## config.mk

```make
export PLATFORM = sky130hd
export DESIGN_NAME = axis_frame_len_stats
export DESIGN_NICKNAME = d
export VERILOG_FILES = /design/src/rtl/axis_frame_len_stats.sv
export SDC_FILE = /design/constraint.sdc
export NUM_CORES = 1
export LEC_CHECK = 0
export CORE_MARGIN = 3
export CORE_UTILIZATION = 25
export DETAILED_ROUTE_END_ITERATION = 8
export MAX_ROUTING_LAYER = met4
export PLACE_DENSITY = 0.54
export SKIP_LAST_GASP = 1
export SLEW_MARGIN = 40
export SYNTH_ARGS = -nofsm -noshare
export SYNTH_HDL_FRONTEND = slang
export SYNTH_SLANG_ARGS = --single-unit
```

## constraint.sdc

```tcl
create_clock -name clk -period 2.2 [get_ports clk]
set_input_delay 0.55 -clock clk [delete_from_list [all_inputs] [get_ports clk]]
set_output_delay 0.55 -clock clk [all_outputs]
set_load 0.02 [all_outputs]
```

## src/rtl/axis_frame_len_stats.sv

```systemverilog
// Passive AXI-Stream frame length monitor (tkeep popcount); define AXIS_FRAME_LEN_MINMAX_EN for len_min/len_max tracking.
// Results appear one cycle after the tlast beat; snoop only, exerts no backpressure.
module axis_frame_len_stats #(
    parameter int DATA_WIDTH  = 8,
    parameter int KEEP_ENABLE = (DATA_WIDTH > 8),
    parameter int KEEP_WIDTH  = (DATA_WIDTH / 8),
    parameter int LEN_WIDTH   = 16,
    parameter int COUNT_WIDTH = 32,
    parameter int MIN_LEN     = 1,
    parameter int MAX_LEN     = 1518
) (
    input  logic                   clk,
    input  logic                   rst_n,
    input  logic [KEEP_WIDTH-1:0]  monitor_axis_tkeep,
    input  logic                   monitor_axis_tvalid,
    input  logic                   monitor_axis_tready,
    input  logic                   monitor_axis_tlast,
    input  logic                   stat_clear,
    output logic [LEN_WIDTH-1:0]   frame_len,
    output logic                   frame_len_valid,
    output logic                   frame_len_sat,
    output logic                   frame_runt,
    output logic                   frame_oversize,
    output logic                   in_frame,
    output logic [COUNT_WIDTH-1:0] frame_count,
    output logic [LEN_WIDTH-1:0]   len_min,
    output logic [LEN_WIDTH-1:0]   len_max
);
    localparam int INC_W = $clog2(KEEP_WIDTH + 1);
    localparam int SUM_W = LEN_WIDTH + INC_W;
    localparam int CMP_W = (LEN_WIDTH > 32) ? LEN_WIDTH : 32;

    logic [INC_W-1:0]     keep_cnt;
    logic [INC_W-1:0]     inc;
    logic [SUM_W-1:0]     sum;
    logic                 overflow;
    logic [LEN_WIDTH-1:0] sat_len;
    logic                 sat_now;
    logic [CMP_W-1:0]     len_ext;
    logic                 beat;
    logic                 done;

    logic [LEN_WIDTH-1:0]   acc_q, acc_d;
    logic                   sat_acc_q, sat_acc_d;
    logic                   in_frame_q, in_frame_d;
    logic [LEN_WIDTH-1:0]   len_q, len_d;
    logic                   vld_q, vld_d;
    logic                   sat_q, sat_d;
    logic                   runt_q, runt_d;
    logic                   over_q, over_d;
    logic [COUNT_WIDTH-1:0] count_q, count_d;

    always_comb begin
        keep_cnt = '0;
        for (int i = 0; i < KEEP_WIDTH; i++) begin
            keep_cnt = keep_cnt + INC_W'(monitor_axis_tkeep[i]);
        end
    end

    assign inc      = (KEEP_ENABLE != 0) ? keep_cnt : INC_W'(1);
    assign beat     = monitor_axis_tvalid & monitor_axis_tready;
    assign done     = beat & monitor_axis_tlast;
    // Extra headroom bits catch the carry; any set bit above LEN_WIDTH means clamp.
    assign sum      = SUM_W'(acc_q) + SUM_W'(inc);
    assign overflow = |sum[SUM_W-1:LEN_WIDTH];
    assign sat_len  = overflow ? '1 : sum[LEN_WIDTH-1:0];
    assign sat_now  = sat_acc_q | overflow;
    assign len_ext  = CMP_W'(sat_len);

    always_comb begin
        acc_d      = acc_q;
        sat_acc_d  = sat_acc_q;
        in_frame_d = in_frame_q;
        len_d      = len_q;
        vld_d      = done;
        sat_d      = sat_q;
        runt_d     = runt_q;
        over_d     = over_q;
        count_d    = count_q;
        if (beat) begin
            if (monitor_axis_tlast) begin
                acc_d      = '0;
                sat_acc_d  = 1'b0;
                in_frame_d = 1'b0;
                len_d      = sat_len;
                sat_d      = sat_now;
                runt_d     = len_ext < CMP_W'(MIN_LEN);
                over_d     = len_ext > CMP_W'(MAX_LEN);
            end else begin
                acc_d      = sat_len;
                sat_acc_d  = sat_now;
                in_frame_d = 1'b1;
            end
        end
        // Clear takes priority over a coincident completion.
        if (stat_clear) begin
            count_d = '0;
        end else if (done) begin
            count_d = count_q + COUNT_WIDTH'(1);
        end
    end

    always_ff @(posedge clk or negedge rst_n) begin
        if (!rst_n) begin
            acc_q      <= '0;
            sat_acc_q  <= 1'b0;
            in_frame_q <= 1'b0;
            len_q      <= '0;
            vld_q      <= 1'b0;
            sat_q      <= 1'b0;
            runt_q     <= 1'b0;
            over_q     <= 1'b0;
            count_q    <= '0;
        end else begin
            acc_q      <= acc_d;
            sat_acc_q  <= sat_acc_d;
            in_frame_q <= in_frame_d;
            len_q      <= len_d;
            vld_q      <= vld_d;
            sat_q      <= sat_d;
            runt_q     <= runt_d;
            over_q     <= over_d;
            count_q    <= count_d;
        end
    end

    assign frame_len       = len_q;
    assign frame_len_valid = vld_q;
    assign frame_len_sat   = sat_q;
    assign frame_runt      = runt_q;
    assign frame_oversize  = over_q;
    assign in_frame        = in_frame_q;
    assign frame_count     = count_q;

`ifdef AXIS_FRAME_LEN_MINMAX_EN
    logic [LEN_WIDTH-1:0] min_q, min_d;
    logic [LEN_WIDTH-1:0] max_q, max_d;

    always_comb begin
        min_d = min_q;
        max_d = max_q;
        if (stat_clear) begin
            min_d = '1;
            max_d = '0;
        end else if (done) begin
            if (sat_len < min_q) min_d = sat_len;
            if (sat_len > max_q) max_d = sat_len;
        end
    end

    always_ff @(posedge clk or negedge rst_n) begin
        if (!rst_n) begin
            min_q <= '1;
            max_q <= '0;
        end else begin
            min_q <= min_d;
            max_q <= max_d;
        end
    end

    assign len_min = min_q;
    assign len_max = max_q;
`else
    assign len_min = '1;
    assign len_max = '0;
`endif

endmodule

```

==> After elaboration in Yosys (flattened, before gate mapping) <==
Cells that the tools add are included.
{ "word_totals": {"ff_bits": 70, "input_bits": 7, "out_inout_bits": 85, "wordCells": 24} }
{ "op_classes": {"add_sub_neg": 2, "magnitude_cmp": 2, "mux": 6, "n_bitwise": 3, "n_reduce_logical": 2} }
{ "ops": {"columns": ["op", "n"], "rows": [
  ["$mux 32", 2],
  ["$add 32x1->32 const B", 1],
  ["$mux 16", 2],
  ["$add 16x1->17 const B", 1],
  ["$gt 16x11->1 const B", 1],
  ["$lt 16x1->1 const B", 1],
  ["$and 1x1->1", 2],
  ["$mux 1", 2],
  ["$reduce_and 2->1", 1],
  ["$reduce_bool 2->1", 1],
  ["$or 1x1->1", 1]
]} }

==> Logic depth before layout (Yosys ltp) <==
Gate-level depths: netlist of run 1.
{ "logic_depth": {"word_depth": 4, "mapped_depth": 9, "mapped_depth_nobuf": 7} }

==> Worst setup path after synthesis of run 1 <==
No wires, ideal clock.
{ "synth_path": {"kind": "reg-to-reg", "from": "register acc_q[1]", "to": "register over_q (netlist: frame_oversize)", "setup_ns": 0.121, "t_arrival_ns": 2.046, "t_required_ns": 2.079, "slack_ns": 0.032, "path_stages_with_launch": 9, "path_buffers": 1, "synth_period_minus_slack_ns": 2.168, "path_cell_list": "dfrtp_1 ha_1 buf_4 nand4_2 nor2_4 xnor2_1 or4_4 o32a_1 o2bb2ai_1"} }
{ "synth_via": {"elab_chain_len": 3} }
{ "synth_rtl": {"columns": ["item", "line", "source"], "rows": [
  ["from (decl)", "43", "logic [LEN_WIDTH-1:0] acc_q, acc_d;"],
  ["from (signal assigned)", "105", "acc_q <= '0;"],
  ["from (signal assigned)", "115", "acc_q <= acc_d;"],
  ["$add 16x1->17", "64", "assign sum = SUM_W'(acc_q) + SUM_W'(inc);"],
  ["$mux 16", "66", "assign sat_len = overflow ? '1 : sum[LEN_WIDTH-1:0];"],
  ["$gt 16x11->1", "88", "over_d = len_ext > CMP_W'(MAX_LEN);"],
  ["to (signal assigned)", "122", "over_q <= over_d;"],
  ["to (decl)", "50", "logic over_q, over_d;"]
]} }
No other way between the ends.
A chain may end at the register's enable or synchronous reset.

==> Worst setup path after layout of run 1 <==
Ends and elaborated chain as after synthesis.

==> summary.txt, run 1 <==
Outcome
  • Status: finished clean

Logic synthesis
  • Synth Area in Compound Gates: 12.3%
  • Synth Area in Adders: 0.646%
  • Synth Register Bits: 70
  • Ys flop type: dfrtp_1
  • Synth top area share: 45.2%
  • Post-synth top cells: dfrtp_1, nor2_1, nand2_1, buf_4, xor2_1
  • Post-synthesis sequential area ratio: 45.2%
  • Area leader, netlist: dfrtp_1
  • Mean Syn Cell Area: 9.09 µm²
  • Synth warnings: 0
  • Synth top area cells: dfrtp_1, buf_4, nor2_1
  • Number of enable flip-flop cells after synthesis: 0
  • Post-synthesis mux area share: 0.775%
  • Synth Instances: 426
  • Mapped Area: 0.00387 mm²
  • Post-synthesis xor/xnor area fraction: 9.04%
  • Distinct cell type count after synthesis: 49
  • Most common cell in the netlist: dfrtp_1
  • Main combinational cell family by area after synthesis: simple AND/OR/NAND/NOR gates
  • Post-synth ARST share: 100%
  • Simple-gate share of the synthesized area: 22.2%

Placed design
  • Inst Count DP: 684
  • Final GP Congestion: 0.861
  • Port Buf Inserts: 58
  • Place WS: -298 ps
  • Detail Placement HPWL: 7.15 mm

Clock tree
  • Later-pin clock latency in the skew report: 340 ps
  • Clock tree sinks: 70
  • Max clock buf depth: 2
  • Register clock-pin slew on the reported worst setup and hold paths: 60 ps
  • CTS tree: yes
  • H-tree Lvls: 3
  • Hold Buf Count CTS: 0
  • Clk Tree Root Cell: clkbuf_16
  • TritonCTS buffer count: 9

Floorplanning
  • Full die area: 0.0170 mm²
  • Initial Utilization: 26.1%
  • Ports: 92
  • Die Y: 130 µm
  • Chip Width: 130 µm
  • Num rows: 44
  • Core area: 0.0149 mm²

Power and ir drop
  • PwrDens: 734 mW/mm²
  • Pleak: 2.28 nW
  • Peak supply drop: 0.376 mV

GRT
  • Largest net degree at the start of global routing: 71
  • Congestion Overflow GR: 0
  • Via count of the first global-routing pass: 3,172
  • First-pass GRT wire length: 16.5 mm
  • Global Route Usage Sum: 12.6%
  • Antenna violations before repair: 0

Detailed routing
  • Vias per inst: 4.65
  • Routed via count: 3,264
  • Remaining DRCs: 0
  • TritonRoute pass-1 iters: 4
  • DRT antenna net count: 0
  • WL/cell: 14.4 µm
  • Final WL: 10.1 mm
  • First DRT Iteration DRCs: 277

Critical path
  • Critical path type: register to register
  • Crit-path max cell delay: 540 ps
  • Worst path slowest cell: or4_4
  • Critical Path AT: 2330 ps
  • CP Capture Type: register
  • CP required: 2420 ps
  • Startpoint Class: register
  • Crit-path cells: ha_4 -> and4_4 -> a21o_1 -> o31ai_2 -> or4_4 -> o32a_1 -> o2bb2ai_1
  • Critical Path Fanout Max: 4

Timing
  • Hold Fails Final Rpt: 0
  • RSZ-0062 raised after global routing: no
  • Tcrit/Tclk final: 95.8%
  • Final count of pins violating max slew: 0
  • Period minus WS final: 2110 ps
  • Setup_tns: 0 ps
  • # setup viols final: 0
  • Peak Freq: 474 MHz
  • Min setup slack post-route: 92.3 ps
  • Worst Skew: 5.13 ps

Min path
  • Hold crit path type: primary input to async pin

Cells and area
  • Fin cells: 702
  • # fillers: 1,506
  • # nets final: 522
  • Share of cells above drive strength 1: 15.4%
  • Area grow syn2layout: 34.7%
  • Diodes inserted: 0

Run
  • Number of max-cap violations: 0
==> per-layer routing <==
metal  wire, µm  part of all wire, %  vias to the layer above  track usage (%)
met1       4820                   48                     1583             16.5
met3        526                  5.2                       10             2.85
met2       4660                   46                       95             19.5
met4        101                  1.0                        0             3.69
li1           -                    -                     1576                -
met5          0                    0                        -                -
==> cells in the final DEF (no fill, tap or decap), types with 3 or more instances in the layout <==
cell type,instances
xnor2_1,15
nand3_1,10
xor2_1,25
or3_1,3
a21o_1,3
inv_1,4
nand2_1,45
a22oi_1,3
nand4_1,15
dfrtp_1,68
a31oi_1,17
clkdlybuf4s50_1,57
o21ai_0,19
a21oi_1,16
and3_1,9
buf_4,42
or2_2,3
nor2_1,64
mux2i_1,3
clkbuf_16,9
bufinv_16,5
conb_1,32
o22a_1,6
==> what timing repair did <==
action	in CTS	in global routing
resized for setup	0	9
setup buffers	0	2
setup endpoints to repair	0	9
==> kinds of logic (layout without fill, tap and decap cells) <==
kind of cell | after synthesis | count (layout)
flip-flops | 70 | 70
multiplexers | 3 | 3
other | 2 | 32
adder cells (fa/ha/maj) | 2 | 2
AO/OA/AOI/OAI | 75 | 75
buffers and inverters | 60 | 122
XOR/XNOR | 40 | 40
AND/OR/NAND/NOR | 174 | 174
==> layout make-up <==
class / instances / area (µm²) / share of cell area (%)
Clock buffer: 9 / 225 / 4.32
Clock inverter: 7 / 160 / 3.07
Inverter: 4 / 15.0 / 0.288
Multi-Input combinational cell: 326 / 1900 / 36.4
Sequential cell: 70 / 1750 / 33.6
Tap cell: 184 / 230 / 4.41
Timing Repair Buffer: 102 / 931 / 17.8
==> power by group <==
| part | total [W] | internal (W) | switching, W | leakage (nW) |
|---|---|---|---|---|
| Clock | 0.00189 | 0.00133 | 0.000560 | 0.189 |
| Sequential | 0.00142 | 0.00136 | 0.0000557 | 0.939 |
| Combinational | 0.000520 | 0.000213 | 0.000307 | 1.15 |
| Total | 0.00383 | 0.00291 | 0.000923 | 2.28 |
==> path summary, 6_finish.rpt <==
| kind | start | endpoint | cells after the start | slack (ps) |
|---|---|---|---|---|
| max in group asynchronous | rst_n | acc_q[2] | 2 | 1640 |
| min reg2reg | frame_len[6] | frame_len[6] | 2 | 490 |
| max reg2reg | acc_q[1] | frame_oversize | 7 | 90 |
| max | acc_q[1] | frame_oversize | 7 | 90 |
| min | rst_n | frame_count[12] | 2 | 230 |
| min in group clk | frame_len[6] | frame_len[6] | 2 | 490 |
==> per-stage QoR <==
stage / utilization (%) / power (W) / area (µm²) / hold slack (ps)
after detailed placement: 32.1 / 0.00195 / 4780 / 474
after floorplan: - / 0.00175 / 3990 / 254
after global routing: 35.1 / 0.00399 / 5220 / 276
after CTS: 34.7 / 0.00386 / 5160 / 253
final: 35.1 / 0.00383 / 5220 / 228
after global placement: 32.1 / 0.00195 / 4780 / 469
==> sequential cells by signal (all words and copies together) (netlist names) <==
name	flops
frame_oversize	1
frame_count	32
in_frame	1
frame_len	16
frame_len_valid	1
sat_acc_q	1
frame_len_sat	1
acc_q	16
frame_runt	1
==> worst max-delay path: cells and delay by family (launching register included) <==
kind / cells / cell delay (ps)
AOI/OAI and AO/OA: 4 / 650
adders and majority gates: 1 / 180
DFF: 1 / 400
and+or+nand+nor: 2 / 770
No activity file was read; power rests on OpenSTA's default activity.
==> run 2, diff against run 1 <==
- MAX_ROUTING_LAYER: met4 -> unset
==> summary.txt, run 2 (same netlist as run 1, synthesis figures left out) <==
Clock tree
  • TritonCTS buffer count: 9
  • CTS tree: yes
  • Later-pin clock latency in the skew report: 340 ps
  • Register clock-pin slew on the reported worst setup and hold paths: 60 ps
  • Max clock buf depth: 2
  • H-tree Lvls: 3
  • Clock tree sinks: 70
  • Clk Tree Root Cell: clkbuf_16

Critical path
  • Reg2reg path depth: 7
  • Critical path buffer and inverter count: 0
  • CP required: 2420 ps
  • Reg2Reg Setup Slack: 100 ps
  • CP top delay family: simple AND/OR/NAND/NOR gates
  • CP Capture Type: register
  • Reg2reg start: acc_q[1]
  • Critical Path Fanout Max: 4
  • Startpoint Class: register
  • Critical Path AT: 2320 ps
  • Crit-path max cell delay: 530 ps
  • Critical path type: register to register
  • Worst path slowest cell: or4_4
  • Critical Path Stages: 7
  • Crit-path cells: ha_4 -> and4_4 -> a21o_1 -> o31ai_2 -> or4_4 -> o32a_1 -> o2bb2ai_1
  • Worst R2R End: frame_oversize

Detailed routing
  • Metal2 WL: 4.71 mm
  • Met3 wire len: 521 µm
  • Max Used Layer: met4
  • Remaining DRCs: 0
  • DRT antenna net count: 0
  • WL/cell: 14.4 µm
  • Final WL: 10.1 mm
  • TritonRoute pass-1 iters: 4
  • WL met1: 4.81 mm
  • First DRT Iteration DRCs: 244
  • Routed via count: 3,277
  • Vias per inst: 4.67

Timing
  • Worst Skew: 5.72 ps
  • Period minus WS final: 2100 ps
  • # setup viols final: 0
  • Hold Fails Final Rpt: 0
  • RSZ-0062 raised after global routing: no
  • Peak Freq: 476 MHz
  • Tcrit/Tclk final: 95.4%
  • Final count of pins violating max slew: 0

GRT
  • First-pass GRT wire length: 16.5 mm
  • Largest net degree at the start of global routing: 71
  • Congestion Overflow GR: 0
  • Global Route Usage Sum: 12.2%
  • Via count of the first global-routing pass: 3,169
  • Antenna violations before repair: 0

Cells and area
  • Final instance area: 0.00522 mm²
  • Area grow syn2layout: 34.7%
  • Most common cell after layout, fill and taps aside: dfrtp_1
  • # nets final: 522
  • Share of cells above drive strength 1: 15.4%
  • Most frequent cells in the layout: dfrtp_1, nor2_1, clkdlybuf4s50_1
  • Max reg flops: 32
  • Diodes inserted: 0

Floorplanning
  • Die Y: 130 µm
  • Core area: 0.0149 mm²
  • Chip Width: 130 µm
  • Initial Utilization: 26.1%
  • Ports: 92
  • Full die area: 0.0170 mm²
  • Num rows: 44

Power and ir drop
  • Reg power frac: 37.0%
  • Pleak: 2.28 nW
  • Combinational share of power: 13.6%
  • P_int: 0.00291 W
  • Total power: 0.00383 W
  • P_sw: 0.000923 W
  • Peak supply drop: 0.374 mV
  • Clock network fraction of total power: 49.4%
  • PwrDens: 734 mW/mm²
  • Switch share: 24.1%

Placed design
  • Placed cell areas: 0.00478 mm²
  • Detail Placement HPWL: 7.15 mm
  • Port Buf Inserts: 58
  • Final GP Congestion: 0.848

Outcome
  • Status: finished clean

Min path
  • Hold crit path type: primary input to async pin

Run
  • Number of max-cap violations: 0
[run 2: cell counts in the layout (fill, tap and decap cells not counted)]
Identical to the previous run, type by type.
[run 2: layer usage]
layer,vias to the layer above,track usage (%)
met4,0,3.69
li1,1574,-
met5,-,0
met3,10,2.89
met2,94,19.5
met1,1599,16.4
[run 2: layout make-up]
| class | count | area [µm²] |
|---|---|---|
| repair buffers | 102 | 931 |
| fillers | 1506 | 9650 |
| flip-flops and latches | 70 | 1750 |
| clock buffers | 9 | 225 |
| clock inverters | 7 | 160 |
| well taps | 184 | 230 |
| multi-input cells | 326 | 1900 |
| inverters | 4 | 15.0 |
[run 2: worst max-delay path by stage]
stage                                   start              end  slack, ps
after global routing                 acc_q[4]       frame_runt          6
after floorplan                      acc_q[1]   frame_oversize         30
after CTS                            acc_q[0]   frame_oversize         40
after global placement    monitor_axis_tvalid  frame_count[28]       -270
after detailed placement  monitor_axis_tvalid  frame_count[26]       -300
final                                acc_q[1]   frame_oversize        100
[run 2: worst register-to-register path, delay by kind of cell, from the launching register on]
family,cells,cell delay [ps]
and+or+nand+nor,2,760
AOI/OAI and AO/OA,4,650
DFF,1,400
adders and majority gates,1,180
[run 2: repair_timing]
item,CTS,global route
endpoints found under the setup margin,0,9
hold buffers,0,0
buffers inserted,0,2
resized for setup,0,9
[run 2: through the flow]
stage,worst slack [ps],std cells,util (%),setup TNS [ps],hold slack [ps]
6_report,100,702,35.1,0,230
5_1_grt,6.23,702,35.1,0,263
4_1_cts,43.2,700,34.7,0,253
3_5_place_dp,-298,684,32.1,-3370,474
3_3_place_gp,-270,684,32.1,-3170,469
2_1_floorplan,32.2,456,-,0,254
[run 2: power groups by stage]
stage | Sequential, W | Clock [W] | Combinational, W
floorplan | 0.00150 | 0 | 0.000245
global placement | 0.00143 | 0 | 0.000515
detailed placement | 0.00143 | 0 | 0.000518
CTS | 0.00141 | 0.00193 | 0.000521
global route | 0.00143 | 0.00199 | 0.000572
finish | 0.00142 | 0.00189 | 0.000521
==> run 3, diff against run 2 <==
==> constraint.sdc (replaced) <==
create_clock -name clk -period 2.2 [get_ports clk]
set_input_delay 0.33 -clock clk [delete_from_list [all_inputs] [get_ports clk]]
set_output_delay 0.33 -clock clk [all_outputs]
set_load 0.02 [all_outputs]
==> summary.txt, run 3 (same netlist as run 1, synthesis figures left out) <==
Cells and area
  • Max reg flops: 32
  • Most common cell after layout, fill and taps aside: dfrtp_1
  • # nets final: 521
  • Register Area: 0.00175 mm²
  • Diodes inserted: 0
  • Share of cells above drive strength 1: 14.9%
  • # fillers: 1,529
  • Final instance area: 0.00514 mm²
  • Area grow syn2layout: 32.8%
  • Footprint of the multi-input gates: 0.00188 mm²
  • Most frequent cells in the layout: dfrtp_1, nor2_1, clkdlybuf4s50_1

Timing
  • Final count of pins violating max slew: 0
  • Tcrit/Tclk final: 96.5%
  • Worst Skew: 8.43 ps
  • # setup viols final: 0
  • RSZ-0062 raised after global routing: yes
  • Peak Freq: 471 MHz
  • Hold Fails Final Rpt: 0
  • Hold_ws: 466 ps
  • Period minus WS final: 2120 ps
  • Min setup slack post-route: 76.9 ps

Power and ir drop
  • Total power: 0.00353 W
  • Pleak: 2.23 nW
  • Peak supply drop: 0.327 mV
  • PwrDens: 687 mW/mm²

Critical path
  • Worst Setup SP: acc_q[0]
  • CP required: 2420 ps
  • Worst R2R End: frame_oversize
  • Critical Path AT: 2340 ps
  • Critical path type: register to register
  • Startpoint Class: register
  • CP Capture Type: register
  • Reg2reg path depth: 7
  • Reg2reg start: acc_q[0]
  • Critical Path Fanout Max: 4
  • Reg2Reg Setup Slack: 80 ps

Clock tree
  • Clock tree sinks: 70
  • Clk Tree Root Cell: clkbuf_16
  • CTS tree: yes
  • Max clock buf depth: 2
  • H-tree Lvls: 3
  • Register clock-pin slew on the reported worst setup and hold paths: 60 ps
  • Setup Fix Bufs, Post-CTS: 0
  • TritonCTS buffer count: 9
  • Later-pin clock latency in the skew report: 330 ps

GRT
  • Via count of the first global-routing pass: 3,141
  • Antenna violations before repair: 0
  • Congestion Overflow GR: 0
  • Global Route Usage Sum: 12.1%
  • Largest net degree at the start of global routing: 33
  • First-pass GRT wire length: 16.3 mm

Placed design
  • Port Buf Inserts: 58
  • Detail Placement HPWL: 7.43 mm
  • Placed cell areas: 0.00476 mm²
  • Final GP Congestion: 0.868
  • Place WS: -74.6 ps

Detailed routing
  • Remaining DRCs: 0
  • First DRT Iteration DRCs: 242
  • Routed via count: 3,261
  • DRT antenna net count: 0
  • Final WL: 10.1 mm
  • WL/cell: 14.4 µm
  • Vias per inst: 4.65
  • TritonRoute pass-1 iters: 4

Min path
  • Hold crit path type: primary input to async pin

Floorplanning
  • Num rows: 44
  • Chip Width: 130 µm
  • Core area: 0.0149 mm²
  • Full die area: 0.0170 mm²
  • Die Y: 130 µm
  • Initial Utilization: 26.1%
  • Ports: 92

Run
  • Number of max-cap violations: 0

Outcome
  • Status: finished clean
## run 3: cell types whose count changed in the layout (fill, tap and decap cells not counted), sizes merged
cell / delta
clkbuf: +2
clkinvlp: +1
dlygate4sd3: +1
bufinv: -3
buf: -2
## run 3: how the worst max path moves through the flow
stage | to | slack, ps
after floorplan | frame_oversize | 30
after global placement | frame_count[28] | -30
after detailed placement | frame_count[28] | -70
after CTS | frame_oversize | 60
after global routing | frame_oversize | -9
final | frame_oversize | 80
## run 3: final cells by class
cell class	instances	share of cell area [%]
clock buffers	11	4.91
clock inverters	5	1.58
inverters	4	0.292
multi-input cells	326	36.5
flip-flops and latches	70	34.1
well taps	184	4.47
repair buffers	101	18.1
## run 3: power breakdown
| group | internal, W | switching (W) | total [W] |
|---|---|---|---|
| sequential | 0.00136 | 0.0000520 | 0.00141 |
| combinational | 0.000213 | 0.000308 | 0.000521 |
| clock | 0.00105 | 0.000548 | 0.00160 |
## run 3: layer usage
metal	up-vias	GRT usage, %	share of wire, %
li1	1575	-	-
met1	1586	16.5	47
met2	94	18.9	46
met3	6	3.25	5.7
met4	0	3.39	0.88
met5	-	0	0
## run 3: timing repair
action,in CTS,in global routing
setup endpoints to repair,0,2
endpoints found under the hold margin,0,14
hold buffers,0,1
gates resized for setup,0,6
## run 3: metrics by stage
stage                     util, %  cells  TNS, ps
after global placement       32.0    683    -66.3
after global routing         34.6    701    -9.44
final                        34.6    701        0
after CTS                    34.3    699        0
after detailed placement     32.0    683     -157
after floorplan                 -    456        0
## run 3: critical path, cell delays in order (launching register included)
cell and delay [ps]:
dfrtp_1 360, ha_2 220, and4_4 240, a21o_1 120
o31ai_2 70, or4_4 540, o32a_1 340, o2bb2ai_1 120
